### config.mk
export PLATFORM = sky130hd
export DESIGN_NAME = fu_issue_dispatch
export DESIGN_NICKNAME = d
export VERILOG_FILES = /design/src/rtl/fu_issue_dispatch_pkg.sv /design/src/rtl/fu_issue_dispatch_issue_hazard_check.sv /design/src/rtl/fu_issue_dispatch.sv
export SDC_FILE = /design/constraint.sdc
export NUM_CORES = 1
export LEC_CHECK = 0
export ABC_AREA = 1
export BUFFER_PORTS_ARGS = -buffer_cell sky130_fd_sc_hd__buf_2
export CAP_MARGIN = 10
export CORE_AREA = 5 5 277 279
export DETAILED_ROUTE_END_ITERATION = 10
export DIE_AREA = 0 0 282 284
export PLACE_DENSITY = 0.46
export SKIP_LAST_GASP = 1
export SYNTH_ARGS = -nofsm -noshare
export SYNTH_HDL_FRONTEND = slang
export SYNTH_HIERARCHICAL = 1
export SYNTH_SLANG_ARGS = --single-unit
### constraint.sdc
create_clock -name clk_i -period 2.05 [get_ports clk_i]
set_clock_uncertainty 0.1 [all_clocks]
set_input_delay 0.1025 -clock clk_i [delete_from_list [all_inputs] [get_ports clk_i]]
set_output_delay 0.1025 -clock clk_i [all_outputs]
set_load 0.1 [all_outputs]
### src/rtl/fu_issue_dispatch_pkg.sv
// Shared types for the issue-dispatch slice: functional-unit encoding, operand bus,
// branch prediction side-band and the packed issue entry held between scoreboard and ex_stage.
package fu_issue_dispatch_pkg;

  localparam int TRANS_ID_BITS = 3;
  localparam int NUM_UNITS     = 6;

  typedef enum logic [3:0] {
    NONE, LOAD, STORE, ALU, CTRL_FLOW, MULT, CSR, FPU, FPU_VEC
  } fu_t;

  // Strobe index of each unit in the one-hot dispatch vector
  typedef enum logic [2:0] {
    U_ALU, U_BRANCH, U_CSR, U_MULT, U_LSU, U_FPU
  } unit_e;

  typedef struct packed {
    fu_t                      fu;
    logic [6:0]               operator;
    logic [63:0]              operand_a;
    logic [63:0]              operand_b;
    logic [63:0]              imm;
    logic [TRANS_ID_BITS-1:0] trans_id;
  } fu_data_t;

  typedef struct packed {
    logic [1:0]  cf;
    logic [63:0] predict_address;
  } branchpredict_sbe_t;

  typedef struct packed {
    fu_t                fu;
    fu_data_t           data;
    logic [63:0]        pc;
    logic               is_compressed;
    branchpredict_sbe_t branch_predict;
    logic [1:0]         fpu_fmt;
    logic [2:0]         fpu_rm;
    logic [2:0]         fpu_frm;
    logic [6:0]         fpu_prec;
  } issue_entry_t;

  function automatic unit_e fu_to_unit(fu_t fu);
    unit_e u;
    case (fu)
      CTRL_FLOW:     u = U_BRANCH;
      CSR:           u = U_CSR;
      MULT:          u = U_MULT;
      LOAD, STORE:   u = U_LSU;
      FPU, FPU_VEC:  u = U_FPU;
      default:       u = U_ALU;
    endcase
    return u;
  endfunction

endpackage

### src/rtl/fu_issue_dispatch_issue_hazard_check.sv
// Combinational readiness check: decides whether the held instruction's unit can take it
// this cycle and names that unit as a one-hot vector.
module issue_hazard_check
  import fu_issue_dispatch_pkg::*;
#(
  parameter bit FpPresent = 1'b1
) (
  input  fu_t                  fu_i,
  input  logic                 flu_ready_i,
  input  logic                 lsu_ready_i,
  input  logic                 fpu_ready_i,
  input  logic                 mult_busy_i,
  output logic                 can_issue_o,
  output logic [NUM_UNITS-1:0] unit_sel_o
);

  unit_e unit;

  assign unit = fu_to_unit(fu_i);

  for (genvar gi = 0; gi < NUM_UNITS; gi++) begin : g_sel
    assign unit_sel_o[gi] = (unit == unit_e'(gi));
  end

  // Single-cycle FLU classes would collide with a mult result landing on the write-back port
  always_comb begin
    can_issue_o = 1'b0;
    case (unit)
      U_ALU, U_BRANCH, U_CSR: can_issue_o = flu_ready_i & ~mult_busy_i;
      U_MULT:                 can_issue_o = flu_ready_i;
      U_LSU:                  can_issue_o = lsu_ready_i;
      U_FPU:                  can_issue_o = fpu_ready_i & FpPresent;
      default:                can_issue_o = 1'b0;
    endcase
  end

endmodule

### src/rtl/fu_issue_dispatch.sv
// One-entry issue buffer that routes the held instruction to a single functional unit,
// tracking in-flight mults so fixed-latency write-backs never collide.
module fu_issue_dispatch
  import fu_issue_dispatch_pkg::*;
#(
  parameter bit          FpPresent   = 1'b1,
  parameter int unsigned MultLatency = 1
) (
  input  logic               clk_i,
  input  logic               rst_i,
  input  logic               flush_i,
  input  logic               issue_valid_i,
  input  issue_entry_t       issue_entry_i,
  output logic               issue_ack_o,
  output fu_data_t           fu_data_o,
  output logic [63:0]        pc_o,
  output logic               is_compressed_o,
  output branchpredict_sbe_t branch_predict_o,
  output logic [1:0]         fpu_fmt_o,
  output logic [2:0]         fpu_rm_o,
  output logic [2:0]         fpu_frm_o,
  output logic [6:0]         fpu_prec_o,
  output logic               alu_valid_o,
  output logic               branch_valid_o,
  output logic               csr_valid_o,
  output logic               mult_valid_o,
  output logic               lsu_valid_o,
  output logic               fpu_valid_o,
  input  logic               flu_ready_i,
  input  logic               lsu_ready_i,
  input  logic               fpu_ready_i,
  output logic               issue_stall_o
);

  logic                   entry_valid_q, entry_valid_d;
  issue_entry_t           entry_q, entry_d;
  logic [MultLatency-1:0] mult_sr_q, mult_sr_d;
  logic                   can_issue, fire, kill, mult_fire;
  logic [NUM_UNITS-1:0]   unit_sel, strobe;

  issue_hazard_check #(
    .FpPresent (FpPresent)
  ) u_hazard (
    .fu_i        (entry_q.fu),
    .flu_ready_i (flu_ready_i),
    .lsu_ready_i (lsu_ready_i),
    .fpu_ready_i (fpu_ready_i),
    .mult_busy_i (mult_sr_q[MultLatency-1]),
    .can_issue_o (can_issue),
    .unit_sel_o  (unit_sel)
  );

  // Reset and flush discard the held entry instead of dispatching it
  assign kill      = rst_i | flush_i;
  assign fire      = entry_valid_q & can_issue & ~kill;
  assign strobe    = {NUM_UNITS{fire}} & unit_sel;
  assign mult_fire = strobe[U_MULT];

  assign issue_ack_o   = issue_valid_i & ~kill & (~entry_valid_q | fire);
  assign issue_stall_o = entry_valid_q & ~fire;

  if (MultLatency == 1) begin : g_sr_one
    assign mult_sr_d = mult_fire;
  end else begin : g_sr_many
    assign mult_sr_d = {mult_sr_q[MultLatency-2:0], mult_fire};
  end

  always_comb begin
    entry_d       = entry_q;
    entry_valid_d = entry_valid_q;
    if (issue_ack_o) begin
      entry_d       = issue_entry_i;
      entry_valid_d = 1'b1;
    end else if (fire) begin
      entry_valid_d = 1'b0;
    end
  end

  always_ff @(posedge clk_i) begin
    if (kill) begin
      entry_valid_q <= 1'b0;
      entry_q       <= '0;
      mult_sr_q     <= '0;
    end else begin
      entry_valid_q <= entry_valid_d;
      entry_q       <= entry_d;
      mult_sr_q     <= mult_sr_d;
    end
  end

  assign fu_data_o        = entry_q.data;
  assign pc_o             = entry_q.pc;
  assign is_compressed_o  = entry_q.is_compressed;
  assign branch_predict_o = entry_q.branch_predict;
  assign fpu_fmt_o        = entry_q.fpu_fmt;
  assign fpu_rm_o         = entry_q.fpu_rm;
  assign fpu_frm_o        = entry_q.fpu_frm;
  assign fpu_prec_o       = entry_q.fpu_prec;

  assign alu_valid_o    = strobe[U_ALU];
  assign branch_valid_o = strobe[U_BRANCH];
  assign csr_valid_o    = strobe[U_CSR];
  assign mult_valid_o   = strobe[U_MULT];
  assign lsu_valid_o    = strobe[U_LSU];
  assign fpu_valid_o    = strobe[U_FPU];

endmodule

==> results of run 1 <==
final timing paths:
kind,end,slack (ns)
max,issue_ack_o,-0.32
min,mult_sr_q,0.07
max reg2reg,fu_data_o[76],-0.31
min reg2reg,pc_o[19],0.41
cells by family after synthesis:
group / count (synthesis)
DFF: 358
AOI/OAI and AO/OA: 4
and+or+nand+nor: 1463
buffers and inverters: 881
final cells by class:
cell class              count  area share
diodes                      2    0.000174
clock buffers              66      0.0463
flip-flops and latches    358       0.250
multi-input cells        1467       0.248
well taps                 969      0.0423
inverters                 374      0.0496
clock inverters             7     0.00161
repair buffers           1262       0.362
power by group through the flow:
stage	Clock (µW)	Combinational [µW]	Sequential, µW
2_1_floorplan	0	3020	7480
3_3_place_gp	0	3700	7500
3_5_place_dp	0	3690	7510
4_1_cts	7920	4760	7360
5_1_grt	8220	5100	7390
6_report	7650	4850	7360
layer usage:
layer / global-route usage / part of all wire / routed length (µm) / vias up
li1: - / - / - / 9323
met1: 0.205 / 0.42 / 30700 / 7973
met2: 0.286 / 0.47 / 34200 / 554
met3: 0.0370 / 0.061 / 4450 / 173
met4: 0.0760 / 0.046 / 3310 / 4
met5: 0 / 0.00047 / 34 / -
repair_timing:
action / 4_1_cts / 5_1_grt
endpoints found under the setup margin: 260 / 365
hold buffers: 357 / 0
resized for setup: 319 / 50
buffers inserted: 20 / 16
endpoints found under the hold margin: 357 / 0
cloned: 34 / 7
pin swaps: 144 / 7
metrics by stage:
step	power, µW	setup TNS, ns	worst slack [ns]	hold slack (ns)
global route	20700	-110.61	-0.450	0.0492
global placement	11200	-3.92	-0.0552	0.225
detailed placement	11200	-2.58	-0.0521	0.229
CTS	20000	-56.18	-0.397	0.0209
floorplan	10500	-2.53	-0.422	0.141
finish	19900	-65.56	-0.321	0.0680
placed cells by master, fill, tap and decap left out, types with 8 or more instances in the layout:
cell type        n
nand3_1        188
clkbuf_8         8
inv_1          367
buf_4           56
clkbuf_1        11
nand3_4         18
nor2_1         360
buf_2          714
buf_12          46
buf_8           24
buf_16          40
dfxtp_1        354
buf_6           16
dlygate4sd3_1  357
nand2_1        719
nand3_2        156
clkbuf_16       53
sequential cells by signal, indices dropped and copies added, names as in the netlist:
signal and count:
is_compressed_o 1, fpu_prec_o 7, fpu_rm_o 3, pc_o 64
branch_predict_o 66, mult_sr_q 1, fpu_frm_o 3, entry_valid_q 1
fu_data_o 206, entry_q 4, fpu_fmt_o 2
critical path: cells and delay by family, from the launching register on:
kind | cells | cell delay, ns
buffers and inverters | 5 | 0.64
AND/OR/NAND/NOR | 6 | 0.39
flip-flops | 1 | 0.36
AO/OA/AOI/OAI | 1 | 0.20
==> metrics.md, run 1 <==
| Metric | Value |
|---|---|
| Status | `finished with violations` |
| Failing checks | `setup timing` |
| Hold Startpoint | `rst_i` |
| Power density cells | `692 mW/mm²` |
| Compound-cell area share of the yosys netlist | `0.00174` |
| Detailed Place HPWL | `47.7 mm` |
| TritonRoute pass-1 iters | `5` |
| Yosys cell types | `18` |
| Most common cell in the netlist | `nand2_1` |
| CP cell instances | `buf_6 > nor2_2 > nand2_1 > nand2_2 > nand3_2 > nand2_1 > nand3_2 > buf_4 > o211ai_4 > buf_12 > clkinvlp_4 > buf_12` |
| Initial antenna violation count | `4` |
| Post-Synth Adder-Cell Area | `0` |
| Global-route usage over all layers | `0.169` |
| Gpl congestion | `0.812` |
| Reg clk slew, reported paths | `0.06 ns` |
| Vias in the first global route | `18558` |
| Root buf cell | `clkbuf_16` |
| Crit path DAT | `2.17 ns` |
| Layout area overhead | `59.4%` |
| Detailed-route DRC error count | `0` |
| Worst setup margin | `-0.321 ns` |
| Int Power | `13300 µW` |
| Kind of critical path | `flop to output port` |
| Largest family of logic cells by synthesized area | `simple AND/OR/NAND/NOR gates` |
| Switching power | `6580 µW` |
| Placed Instances | `4000` |
| Core box area | `0.0739 mm²` |
| Slew Viols, Final | `0` |
| H-tree depth | `2` |
| Critical path required time | `1.85 ns` |
| Register area | `0.00718 mm²` |
| Yosys warnings | `6` |
| Routed Antenna Nets | `0` |
| Clock network fraction of total power | `0.385` |
| Clk buf depth | `3` |
| Async SR Flop Fraction | `0` |
| DR iter-0 viols | `947` |
| CTS tree | `built` |
| Tcrit/Tclk final | `1.16` |
| Main synth FF type | `dfxtp_1` |
| DIE AREA | `0.0801 mm²` |
| Share of Yosys cell area claimed by the top area cell type | `0.398` |
| Post-Syn Nets | `3069` |
| Synth Cell Area | `0.0180 mm²` |
| Post-synth EDFFs | `0` |
| Max stage delay on crit path | `0.36 ns` |
| Clock latency on the worst-skew pair | `0.56 ns` |
| Sequential share of the synthesized area | `0.398` |
| Largest fanout on the critical path | `5` |
| Synth Area per Inst | `6.65 µm²` |
| Multiplexer area fraction after synthesis | `0` |
| Post-synthesis simple-gate area fraction | `0.331` |
| Max Cap Viol | `0` |
| Slew HR | `0.435` |
| Core Rows | `100` |
| Worst-Margin Slew | `0.847 ns` |
| F_max | `422 MHz` |
| Multi-input gate area | `0.00711 mm²` |
| Setup crit end kind | `output port` |
| Crit-path slowest cell | `dfxtp_4` |
| Share of total power in sequential cells | `0.371` |
| Die height | `284 µm` |
| Final cell count without fillers | `4505` |
| Final WL | `72.6 mm` |
| Mapped Cells | `2706` |
| Total gr overflow | `0` |
| Avg WL per Cell | `16.1 µm` |
| Static Leak | `0.0140 µW` |
| I/O pin cnt | `723` |
| Routed via count | `18027` |
| Worst Setup Start Kind | `flop` |
| Placement Cell Area | `0.0207 mm²` |
| Cts bufs inserted | `45` |
| RR Startpoint | `entry_q[354]` |
| Top cells by instance count after synthesis | `727 x nand2_1, 379 x buf_4, 372 x inv_1, 369 x nor2_1, 362 x nand3_1` |
| Final setup viols | `364` |
| Final Critical Period | `2.37 ns` |
| Worst Setup SP | `entry_q[354]` |
| Nets@finish | `3871` |
| Vias per cell | `4.00` |
| Fill cells | `7667` |
| Hold path cells | `6` |
| Synth top area cells | `dfxtp_1 40%, buf_4 16%, nand2_1 15%` |
| Port buffer count | `722` |
| First-pass GRT wire length | `107 mm` |
| Initial Utilization | `0.243` |
| Clk sink count | `358` |
| Finished Core Util | `0.388` |
| Die width | `282 µm` |
| Combinational Power Share | `0.244` |
| XOR/XNOR share of the synthesized area | `0` |
| Final Cell Area | `0.0287 mm²` |
| Share of cells above drive strength 1 | `0.333` |
| Yosys reg bits | `358` |
| Unrepaired setup endpoints after global routing | `yes` |
| Peak supply drop | `619 µV` |
| Largest net degree at the start of global routing | `137` |
| Post-synth top area cell | `dfxtp_1` |
| Final Hold Viols | `0` |
| Reg2Reg Depth | `18` |
| Sw frac | `0.331` |
| Hold crit path type | `input port to flop` |
Note: power is estimated with default switching activity, not from simulation.
==> inputs of run 2 (changes only) <==
--- a/config.mk
+++ b/config.mk
@@ -11,7 +11,7 @@
 export CORE_AREA = 5 5 277 279
 export DETAILED_ROUTE_END_ITERATION = 10
 export DIE_AREA = 0 0 282 284
-export PLACE_DENSITY = 0.46
+export PLACE_DENSITY = 0.48
 export SKIP_LAST_GASP = 1
 export SYNTH_ARGS = -nofsm -noshare
 export SYNTH_HDL_FRONTEND = slang
==> constraint.sdc (replaced) <==
create_clock -name clk_i -period 1.9 [get_ports clk_i]
set_clock_uncertainty 0.1 [all_clocks]
set_input_delay 0.095 -clock clk_i [delete_from_list [all_inputs] [get_ports clk_i]]
set_output_delay 0.095 -clock clk_i [all_outputs]
set_load 0.1 [all_outputs]
==> run 2 against run 1 <==
Against the previous run:
- the run still ends with setup timing left
- setup slack lost 0.075 ns
- final area decreased by 4.0%
- sequential share of layout area up 1.0 points
- utilization is 1.6 points lower
- sequential power up 7.9%
- register-to-register slack got worse by 0.05 ns
- non-clock buffer count rose by 9
- highest routed layer unchanged
==> metrics.md, run 2 (synthesis gave the netlist of run 1 again) <==
| Metric | Value |
|---|---|
| Max Cap Viol | `0` |
| Core box area | `0.0739 mm²` |
| CTS tree | `built` |
| Sum Neg Setup Slack | `-74.75 ns` |
| Final Critical Period | `2.30 ns` |
| Initial Utilization | `0.243` |
| Peak supply drop | `602 µV` |
| Worst-Margin Slew | `0.583 ns` |
| Die height | `284 µm` |
| TritonRoute pass-1 iters | `5` |
| Clk buf depth | `3` |
| Setup crit end kind | `output port` |
| Placed Instances | `4006` |
| Crit path DAT | `2.10 ns` |
| Worst Setup Start Kind | `flop` |
| Die width | `282 µm` |
| Root buf cell | `clkbuf_16` |
| F_max | `436 MHz` |
| Vias in the first global route | `18233` |
| Tcrit/Tclk final | `1.21` |
| Initial antenna violation count | `7` |
| Most frequent cells in the layout | `714 x buf_2, 659 x nand2_1, 364 x inv_1, 360 x nor2_1, 358 x dlygate4sd3_1` |
| Hold crit path type | `input port to flop` |
| Final WL | `69.4 mm` |
| Layout area overhead | `53.0%` |
| Largest net degree at the start of global routing | `63` |
| Final setup viols | `364` |
| Max reg flops | `206` |
| Avg WL per Cell | `15.4 µm` |
| I/O pin cnt | `723` |
| Static Leak | `0.0138 µW` |
| Cts bufs inserted | `44` |
| Kind of critical path | `flop to output port` |
| Share of cells above drive strength 1 | `0.303` |
| Detailed Place HPWL | `47.6 mm` |
| Core Rows | `100` |
| Final Hold Viols | `0` |
| Met2 Use GR | `0.286` |
| Clock latency on the worst-skew pair | `0.56 ns` |
| Port buffer count | `722` |
| Failing checks | `setup timing` |
| Slew HR | `0.614` |
| DIE AREA | `0.0801 mm²` |
| Vias per cell | `4.00` |
| Register area | `0.00718 mm²` |
| Detailed-route DRC error count | `0` |
| Power, Total | `20800 µW` |
| Critical path required time | `1.70 ns` |
| Fill cells | `7838` |
| Finished Core Util | `0.372` |
| Global-route usage over all layers | `0.162` |
| Gpl congestion | `0.850` |
| Slew Viols, Final | `0` |
| Leading cell type in the layout, fill and taps excluded | `buf_2` |
| Routing usage on met1 | `0.190` |
| Total gr overflow | `0` |
| Power density cells | `757 mW/mm²` |
| Routed via count | `18059` |
| Clk sink count | `358` |
| Reg clk slew, reported paths | `0.06 ns` |
| H-tree depth | `2` |
| Final cell count without fillers | `4518` |
| First-pass GRT wire length | `104 mm` |
| Unrepaired setup endpoints after global routing | `yes` |
| Largest fanout on the critical path | `5` |
| DR iter-0 viols | `758` |
| Met3 GRT Util | `0.0364` |
| Status | `finished with violations` |
| GR peak layer | `met2` |
| Multi-input gate area | `0.00632 mm²` |
| Routed Antenna Nets | `0` |
| Nets@finish | `3879` |
| Worst setup margin | `-0.396 ns` |
-- run 2: changes by cell type in the layout (fill, tap and decap cells not counted), sizes merged --
cell,change
buf,+6
dlygate4sd3,+1
clkinv,+3
diode,+3
-- run 2: where the power goes --
| part | switching (µW) | internal [µW] |
|---|---|---|
| combinational | 3370 | 1620 |
| sequential | 147 | 7800 |
| clock | 3390 | 4520 |
-- run 2: worst max-delay path, stage by stage (launching register included) --
cell        delay [ns]
dfxtp_4           0.37
inv_4             0.09
nand2_8           0.07
nand3_4           0.09
nand3_2           0.08
nand2_2           0.08
nand3_4           0.06
buf_6             0.12
o211ai_4          0.18
buf_12            0.14
clkinvlp_4        0.09
buf_12            0.17
-- run 2: final cells by class --
class / count / area share
Timing Repair Buffer: 1271 / 0.366
Sequential cell: 358 / 0.261
Multi-Input combinational cell: 1467 / 0.230
Inverter: 374 / 0.0518
Clock buffer: 64 / 0.0453
Tap cell: 969 / 0.0440
Clock inverter: 10 / 0.00223
Antenna cell: 5 / 0.000454
-- run 2: final timing paths --
kind                       from              endpoint  slack (ns)  cells after the start
setup / recovery   entry_q[353]           issue_ack_o       -0.40                     11
hold reg to reg   fu_data_o[66]         fu_data_o[66]        0.41                      4
setup reg to reg   entry_q[352]  branch_predict_o[59]       -0.36                     17
hold / removal          flush_i             mult_sr_q        0.05                      6
-- run 2: through the flow --
| step | setup slack, ns | instance area (µm²) | hold slack, ns |
|---|---|---|---|
| 3_3_place_gp | -0.113 | 20700 | 0.219 |
| 5_1_grt | -0.512 | 27500 | 0.0431 |
| 6_report | -0.396 | 27500 | 0.0500 |
| 4_1_cts | -0.449 | 26900 | 0.000342 |
| 2_1_floorplan | -0.112 | 18100 | 0.133 |
| 3_5_place_dp | -0.0929 | 20700 | 0.222 |
-- run 2: layer usage --
metal	part of all wire	vias to the layer above	wire, µm
met1	0.41	8019	28200
met5	0.00010	-	7
met3	0.062	155	4290
met4	0.040	2	2760
met2	0.49	522	34200
li1	-	9361	-
-- run 2: timing repair --
item	in CTS	in global routing
pin swaps	9	16
gates cloned	21	9
hold endpoints to repair	357	0
gates resized for setup	108	103
hold buffers	358	0
setup endpoints to repair	345	364
setup buffers	35	16
==> inputs of run 3 (changes only) <==
--- a/config.mk
+++ b/config.mk
@@ -11,6 +11,7 @@
 export CORE_AREA = 5 5 277 279
 export DETAILED_ROUTE_END_ITERATION = 10
 export DIE_AREA = 0 0 282 284
+export GPL_TIMING_DRIVEN = 0
 export PLACE_DENSITY = 0.48
 export SKIP_LAST_GASP = 1
 export SYNTH_ARGS = -nofsm -noshare
==> run 3 against run 2 <==
Against the previous run:
- the flow finishes with violations (hold timing, setup timing)
- worst hold slack worse by 0.088 ns
- power is 6.0% higher
- first-iteration DRC count is 0.53% lower
- final area is 6.5% higher
==> metrics.md, run 3 (synthesis gave the netlist of run 1 again) <==
| Metric | Value |
|---|---|
| Die height | `284 µm` |
| Unrepaired setup endpoints after global routing | `yes` |
| Core Rows | `100` |
| Fill cells | `7957` |
| Placed Instances | `4397` |
| Share of total power in sequential cells | `0.360` |
| Initial antenna violation count | `9` |
| Hold crit path type | `input port to flop` |
| Worst Setup Start Kind | `flop` |
| Most frequent cells in the layout | `774 x buf_2, 722 x nand2_1, 382 x buf_4, 367 x inv_1, 360 x nor2_1` |
| Buffers and inverters on the worst path | `4` |
| Final cell count without fillers | `4872` |
| Worst-Margin Slew | `0.649 ns` |
| Sw frac | `0.327` |
| Clock network fraction of total power | `0.407` |
| Final Critical Period | `2.35 ns` |
| Hold path cells | `5` |
| Detailed-route DRC error count | `0` |
| Routed Antenna Nets | `0` |
| Gpl congestion | `0.848` |
| Port buffer count | `722` |
| Final setup viols | `356` |
| GR peak layer | `met2` |
| F_max | `426 MHz` |
| Global-route usage over all layers | `0.173` |
| Die width | `282 µm` |
| Power, Total | `22100 µW` |
| WHS | `-0.0381 ns` |
| Cts bufs inserted | `47` |
| Crit-path leading delay family | `simple AND/OR/NAND/NOR gates` |
| Switching power | `7220 µW` |
| Static Leak | `0.0152 µW` |
| FF-to-FF End | `fpu_rm_o[0]` |
| First-pass GRT wire length | `110 mm` |
| Routing usage on met1 | `0.206` |
| Status | `finished with violations` |
| Vias in the first global route | `19128` |
| Share of cells above drive strength 1 | `0.355` |
| TritonRoute pass-1 iters | `5` |
| Setup crit end kind | `output port` |
| Clock latency on the worst-skew pair | `0.56 ns` |
| CTS tree | `built` |
| Int Power | `14900 µW` |
| CP cell instances | `inv_4 > nand2_4 > nand3_2 > nand3_1 > nand2_1 > nand3_2 > nand2_1 > inv_2 > nand2_4 > buf_4 > nor2_4 > buf_12` |
| Slew Viols, Final | `0` |
| Nets@finish | `4224` |
| Total gr overflow | `0` |
| DR iter-0 viols | `754` |
| Core box area | `0.0739 mm²` |
| Largest net degree at the start of global routing | `13` |
| Finished Core Util | `0.396` |
| RR Startpoint | `entry_q[353]` |
| Root buf cell | `clkbuf_16` |
| Final Hold Viols | `1` |
| DIE AREA | `0.0801 mm²` |
| Worst setup margin | `-0.445 ns` |
| Final WL | `74.6 mm` |
| Largest fanout on the critical path | `5` |
| Slew HR | `0.567` |
| Crit path DAT | `2.15 ns` |
| Worst Hold End | `mult_sr_q` |
| Leading cell type in the layout, fill and taps excluded | `buf_2` |
| Clk buf depth | `3` |
| Flop-to-flop setup slack | `-0.32 ns` |
| Max stage delay on crit path | `0.40 ns` |
| Cts hold-fix bufs | `357` |
| H-tree depth | `2` |
| Vias per cell | `3.95` |
| Critical path required time | `1.70 ns` |
| Kind of critical path | `flop to output port` |
| Failing checks | `hold timing, setup timing` |
| Power density cells | `754 mW/mm²` |
| Max reg flops | `206` |
| Initial Utilization | `0.243` |
| Reg clk slew, reported paths | `0.06 ns` |
| Reg2Reg Depth | `16` |
| Avg WL per Cell | `15.3 µm` |
| Crit-path slowest cell | `dfxtp_4` |
| I/O pin cnt | `723` |
| Max Cap Viol | `0` |
| Hold Startpoint | `rst_i` |
| Routed via count | `19253` |
| Combinational Power Share | `0.233` |
| Met3 GRT Util | `0.0406` |
| Detailed Place HPWL | `54.8 mm` |
| Layout area overhead | `62.9%` |
| Peak supply drop | `580 µV` |
| Met2 Use GR | `0.301` |
| Tcrit/Tclk final | `1.23` |
| Clk sink count | `358` |
run 3: changes by cell type in the layout (fill, tap and decap cells not counted), moves of 7 or more:
cell,previous run,this run
nand3_2,3,55
clkbuf_16,53,64
clkbuf_4,0,7
buf_1,0,10
buf_4,94,382
nand2_2,65,4
buf_12,52,17
buf_2,714,774
nand2_1,659,722
nand3_1,357,305
clkbuf_1,14,37
buf_16,21,0
run 3: layout make-up:
| class | instances | area (µm²) | area share |
|---|---|---|---|
| clock buffers | 67 | 1350 | 0.0461 |
| diodes | 5 | 12.5 | 0.000427 |
| inverters | 374 | 1420 | 0.0483 |
| multi-input cells | 1467 | 6400 | 0.218 |
| flip-flops and latches | 358 | 7180 | 0.245 |
| repair buffers | 1106 | 7840 | 0.267 |
| plain buffers | 507 | 3710 | 0.127 |
| clock inverters | 19 | 196 | 0.00670 |
| well taps | 969 | 1210 | 0.0414 |
run 3: worst register-to-register path, cell delays in order (launching register included):
cell      delay, ns
dfxtp_4        0.40
inv_4          0.05
nand2_4        0.09
nand3_2        0.08
nand3_1        0.08
nand2_1        0.07
nand3_2        0.11
nand2_1        0.07
inv_2          0.07
nand2_4        0.09
nand2_8        0.09
buf_6          0.12
buf_12         0.17
buf_12         0.17
clkbuf_8       0.18
nand3_1        0.12
nand2_1        0.09
run 3: worst max-delay path by stage:
stage                 startpoint              to  slack [ns]  cells after the start
floorplan           entry_q[354]     alu_valid_o       -0.11                      9
global placement    entry_q[353]        pc_o[52]       -0.73                     12
detailed placement  entry_q[353]        pc_o[52]       -0.74                     12
CTS                 entry_q[353]     issue_ack_o       -0.47                     11
global route        entry_q[353]   issue_stall_o       -0.57                     13
finish              entry_q[353]  branch_valid_o       -0.45                     12
run 3: power groups by stage:
stage | clock network [µW] | logic [µW] | registers, µW
2_1_floorplan | 0 | 3260 | 8080
4_1_cts | 9330 | 4990 | 7940
6_report | 9000 | 5150 | 7950
3_5_place_dp | 0 | 4310 | 8110
5_1_grt | 9630 | 5430 | 7980
3_3_place_gp | 0 | 4310 | 8100
run 3: through the flow:
stage	setup slack, ns	area [µm²]	TNS [ns]	hold WS, ns
after floorplan	-0.112	18100	-0.672	0.133
after global placement	-0.733	22900	-197.44	0.218
after detailed placement	-0.736	22900	-200.17	0.222
after CTS	-0.471	28300	-73.69	-0.125
after global routing	-0.573	29300	-127.20	-0.0667
final	-0.445	29300	-80.80	-0.0381
run 3: what timing repair did:
item                       4_1_cts  5_1_grt
gates cloned                     0       17
resized for setup               63      146
pin swaps                        4       53
hold endpoints to repair       358        1
setup endpoints to repair      364      365
setup buffers                    8        2
run 3: metal layers:
metal / vias up / routed length, µm
met2: 520 / 36000
met4: 2 / 2860
met3: 164 / 4540
li1: 10035 / -
met1: 8532 / 31100
met5: - / 13
